$ cat src/rtl/fetch_queue.sv
// Instruction prefetch queue: owns the fetch PC and buffers {pc, instr} pairs for decode.
// Define FETCHQ_BYPASS_EN to forward the fetched word straight to decode when the queue is empty.
module fetch_queue #(
    parameter int unsigned      WIDTH    = 32,
    parameter int unsigned      DEPTH    = 4,
    parameter logic [WIDTH-1:0] RESET_PC = '0
) (
    input  logic                     clk,
    input  logic                     rst,
    input  logic                     redirect,
    input  logic [WIDTH-1:0]         redirect_pc,
    input  logic                     halt,
    output logic [WIDTH-1:0]         imem_addr,
    input  logic [WIDTH-1:0]         imem_instr,
    input  logic                     dec_ready,
    output logic                     dec_valid,
    output logic [WIDTH-1:0]         dec_instr,
    output logic [WIDTH-1:0]         dec_pc,
    output logic [WIDTH-1:0]         dec_pcplus4,
    output logic [$clog2(DEPTH):0]   count
);
    localparam int unsigned PW = $clog2(DEPTH);
    localparam int unsigned CW = PW + 1;
    localparam logic [CW-1:0] FULL = CW'(DEPTH);

    if (DEPTH < 2 || (DEPTH & (DEPTH - 1)) != 0) begin : gBadDepth
        $error("fetch_queue: DEPTH must be a power of two and at least 2");
    end

    typedef struct packed {
        logic [WIDTH-1:0] pc;
        logic [WIDTH-1:0] instr;
    } entry_t;

    entry_t           mem [DEPTH];
    entry_t           head;
    logic [WIDTH-1:0] fetchPc;
    logic [PW-1:0]    rdPtr;
    logic [PW-1:0]    wrPtr;
    logic [CW-1:0]    cnt;
    logic             push;
    logic             pop;
    logic             headValid;
    logic [WIDTH-1:0] outPc;
    logic [WIDTH-1:0] outInstr;

    assign head      = mem[rdPtr];
    assign headValid = (cnt != '0);

    always_comb begin
        dec_valid = headValid;
        outPc     = head.pc;
        outInstr  = head.instr;
`ifdef FETCHQ_BYPASS_EN
        // Empty queue: present the word being fetched right now. A consumed bypass
        // word is a simultaneous push and pop, so the count stays at zero.
        if (!headValid && !halt && !redirect) begin
            dec_valid = 1'b1;
            outPc     = fetchPc;
            outInstr  = imem_instr;
        end
`endif
    end

    assign pop  = dec_valid & dec_ready;
    assign push = !halt && !redirect && (cnt < FULL || pop);

    assign imem_addr   = fetchPc;
    assign dec_pc      = dec_valid ? outPc : '0;
    assign dec_instr   = dec_valid ? outInstr : '0;
    assign dec_pcplus4 = dec_valid ? outPc + WIDTH'(4) : '0;
    assign count       = cnt;

    always_ff @(posedge clk) begin
        if (push) mem[wrPtr] <= '{pc: fetchPc, instr: imem_instr};
    end

    always_ff @(posedge clk) begin
        if (rst) begin
            fetchPc <= RESET_PC;
            rdPtr   <= '0;
            wrPtr   <= '0;
            cnt     <= '0;
        end else if (redirect) begin
            // Flush: any handshaked pop this cycle is dropped along with the rest.
            fetchPc <= redirect_pc & ~WIDTH'(3);
            rdPtr   <= '0;
            wrPtr   <= '0;
            cnt     <= '0;
        end else begin
            if (push) begin
                wrPtr   <= wrPtr + PW'(1);
                fetchPc <= fetchPc + WIDTH'(4);
            end
            if (pop) rdPtr <= rdPtr + PW'(1);
            if (push && !pop)      cnt <= cnt + CW'(1);
            else if (pop && !push) cnt <= cnt - CW'(1);
        end
    end

    aCntBound: assert property (@(posedge clk) disable iff (rst) cnt <= FULL);
    aHoldStall: assert property (@(posedge clk) disable iff (rst)
        (dec_valid && !dec_ready && !redirect) |=> ($stable(dec_pc) && $stable(dec_instr)));

endmodule
$ cat config.mk
export PLATFORM = sky130hd
export DESIGN_NAME = fetch_queue
export DESIGN_NICKNAME = d
export VERILOG_FILES = /design/src/rtl/fetch_queue.sv
export SDC_FILE = /design/constraint.sdc
export NUM_CORES = 1
export LEC_CHECK = 0
export CELL_PAD_IN_SITES_DETAIL_PLACEMENT = 0
export CELL_PAD_IN_SITES_GLOBAL_PLACEMENT = 2
export CORE_MARGIN = 1
export CORE_UTILIZATION = 49
export DETAILED_ROUTE_END_ITERATION = 16
export DONT_BUFFER_PORTS = 1
export PLACE_DENSITY = 0.95
export SLEW_MARGIN = 20
export SYNTH_ARGS = -nofsm -noshare
export SYNTH_HDL_FRONTEND = slang
export SYNTH_SLANG_ARGS = --single-unit
$ cat constraint.sdc
create_clock -name clk -period 8.4 [get_ports clk]
set_input_delay 0.42 -clock clk [delete_from_list [all_inputs] [get_ports clk]]
set_output_delay 0.42 -clock clk [all_outputs]
set_load 0.02 [all_outputs]
==> results.md <==
- Unrepaired setup endpoints after global routing: false
- Final min period: 4.23 ns
- Die height: 160 µm
- Lkg Pwr: 4.33 nW
- Arr. time, crit path: 3.81 ns
- Post-Synthesis Cells: 776
- Nets: 878
- Leading area contributor after synthesis: edfxtp_1
- N_diodes: 0
- Synth cell types: 50
- Post-Route WL: 26.4 mm
- Num CTS Buffers: 30
- Max layer used: met4
- Pwr Total: 3.19 mW
- Drt via density: 5.88
- Status: completed
- Mapped cell area: 12300 µm²
- Number of global-route vias before repair: 6848
- Clk sinks: 287
- Final setup margin: 4.17 ns
- Synth Register Bits: 287
- Final Max Tran Viols: 0
- Worst-skew pair later-pin latency: 0.54 ns
- Detailed-router iteration count before antenna repair: 5
- PD cells: 231 nW/µm²
- Worst min path class: input pin to register
- CP cell instances: buf_6, mux4_2, and4_1, nand2_1, or4_1, a21oi_1
- Max-cap violation count: 0
- Clock buffer depth: 3
- Setup TNS: 0 ns
- Yosys Warn Count: 0
- Synth area leaders: edfxtp_1 61%, mux4_2 10%, dfxtp_1 6.4%, and2_1 3.4%, xnor2_1 2.1%
- Worst relative slew slack: 0.318
- Die W: 160 µm
- Setup Slack @ Placement: 4.41 ns
- Htree depth: 1
- CTS tree: built
- Critical path's largest stage delay: 0.62 ns
- CP max-delay cell: buf_6
- Number of DRC markers in iteration 0: 621
- Top-area cell type share of the netlist area: 0.606
- Hold Fails Final Rpt: 0
- Setup violations, final: 0
- Worst vdd ir: 140 µV
- Critical Path Sink Type: output port
- Die area: 25700 µm²
- GR Overflow Total: 0
- Fmax: 0.236 GHz
- Drt drc: 0
- Via count: 6751
- FP Rows: 57
- Crit Path Max Fanout: 55
- Slew @ Worst Pin: 1.02 ns
- Post-DP HPWL: 16.9 mm
- Fin crit share: 0.504
- Initial antenna violation count: 0
- WL met2: 13.0 mm
- Number of synthesized flops with an enable pin: 248
- Core region area: 24500 µm²
- Crit Path Category: register to output port
- Clock-pin transition on the worst setup and hold timing paths: 0.06 ns
- Register area share after synthesis: 0.669
- CP required: 7.98 ns
- Post-CTS Resized: 0
- Mean Syn Cell Area: 15.8 µm²
- I/O pins: 201
- WL met3: 1.89 mm
- Largest net degree at the start of global routing: 63
- GRT Util Overall: 0.207
- CP Launch Type: register
- WL/cell: 23.0 µm
- CTS Root Cell: clkbuf_16
- Global-route wire length before repair: 40.5 mm
- Share of post-route cells with drive strength above 1: 0.159
- Clock skew: 0.00856 ns
- Routability Congestion: 0.791
- Post-synth ARST share: 0
- M1 WL: 11.0 mm
- Initial Utilization: 0.503
- # port buffers: 0
- DRT antenna net count: 0
- Synth Flop Type: edfxtp_1
- Layout area overhead: 12.4%
==> repair_timing <==
action,4_1_cts,5_1_grt
hold buffers,33,0
buffers inserted,0,0
endpoints found under the hold margin,155,0
==> final cells by class <==
cell class	instances	area, µm²
flip-flops and latches	287	8230
clock inverters	11	120
clock buffers	45	857
fillers	1841	10600
inverters	13	48.8
well taps	324	405
repair buffers	39	379
multi-input cells	430	3770
==> routing by layer <==
| metal | vias up | track usage |
|---|---|---|
| met1 | 3397 | 0.286 |
| li1 | 3057 | - |
| met4 | 0 | 0.0571 |
| met3 | 33 | 0.0393 |
| met2 | 264 | 0.337 |
| met5 | - | 0 |
==> placed cells by master (no fill, tap or decap), types with 3 or more instances in the layout <==
cell	instances
edfxtp_1	248
and2_1	62
nor2_1	59
mux4_2	57
dfxtp_1	37
dlygate4sd3_1	33
xnor2_1	30
clkbuf_16	30
nand2_1	25
nor4_1	22
a211oi_1	21
nand4_1	15
nand3_1	15
nor3_1	13
xor2_1	13
inv_1	11
a21oi_1	11
mux2_2	10
clkbuf_1	10
and4_1	7
o21ai_0	7
ha_1	7
or3_1	6
conb_1	6
mux4_1	5
clkbuf_8	5
buf_4	5
and3_1	4
o31ai_1	4
or4_1	3
mux2i_1	3
clkinv_2	3
clkinv_1	3
==> sequential cells by signal (all words and copies together) (netlist names), named ones only <==
signal and count:
mem 248, imem_addr 30, count 3, rdPtr 2, wrPtr 2
==> worst paths after layout <==
check | startpoint | end | slack (ns) | depth (start not counted)
worst min register to register | wrPtr[1] | wrPtr[1] | 0.52 | 2
worst max-delay path | register | dec_pcplus4[24] | 4.17 | 6
worst min-delay path | redirect_pc[13] | imem_addr[13] | 0.02 | 1
worst max register to register | imem_addr[10] | imem_addr[31] | 5.50 | 5
==> kinds of logic after synthesis <==
family	Yosys count	synth area share
DFF	287	0.669
and+or+nand+nor	248	0.111
xor gates and xnor gates	43	0.0306
muxes	75	0.127
AOI/OAI and AO/OA	50	0.0273
other	1	0.000305
buffers and inverters	64	0.0263
adders and majority gates	8	0.00875
==> Yosys cell counts, types with 2 or more instances <==
cell type / number
nor3_1: 14
xor2_1: 13
mux4_2: 57
edfxtp_1: 248
nor2_1: 59
nand3_1: 15
buf_2: 7
or3_1: 6
ha_1: 7
o31ai_1: 4
and2_1: 66
nor4_1: 22
clkbuf_1: 30
a211oi_1: 21
o21ai_0: 7
a311oi_1: 2
or2_2: 2
xnor2_1: 30
buf_4: 7
mux2_2: 10
nand4_1: 15
and4_1: 7
mux4_1: 5
nor4b_1: 2
nand3b_1: 2
nand2_1: 25
and3_1: 4
mux2i_1: 3
dfxtp_1: 39
or4_1: 3
inv_1: 12
a21oi_1: 11
buf_6: 4
==> power breakdown <==
part	internal, mW	total (mW)	switching, mW
logic	0.0869	0.275	0.188
clock network	0.766	1.27	0.508
registers	1.59	1.64	0.0526
total	2.44	3.19	0.749
==> metrics by stage <==
stage	hold slack, ns	utilization	std cells	area [µm²]
2_1_floorplan	0.485	-	781	12300
3_3_place_gp	0.494	0.511	1060	12500
3_5_place_dp	0.494	0.511	1060	12500
4_1_cts	0.00539	0.565	1149	13800
5_1_grt	0.0107	0.565	1149	13800
6_report	0.0234	0.565	1149	13800
==> critical path: cells and delay by family (launching register included) <==
kind,cells,cell delay (ns)
AOI/OAI and AO/OA,1,0.59
buffers and inverters,1,0.62
DFF,1,0.43
muxes,1,0.45
and+or+nand+nor,3,1.15
No activity file was read; power rests on OpenSTA's default activity.
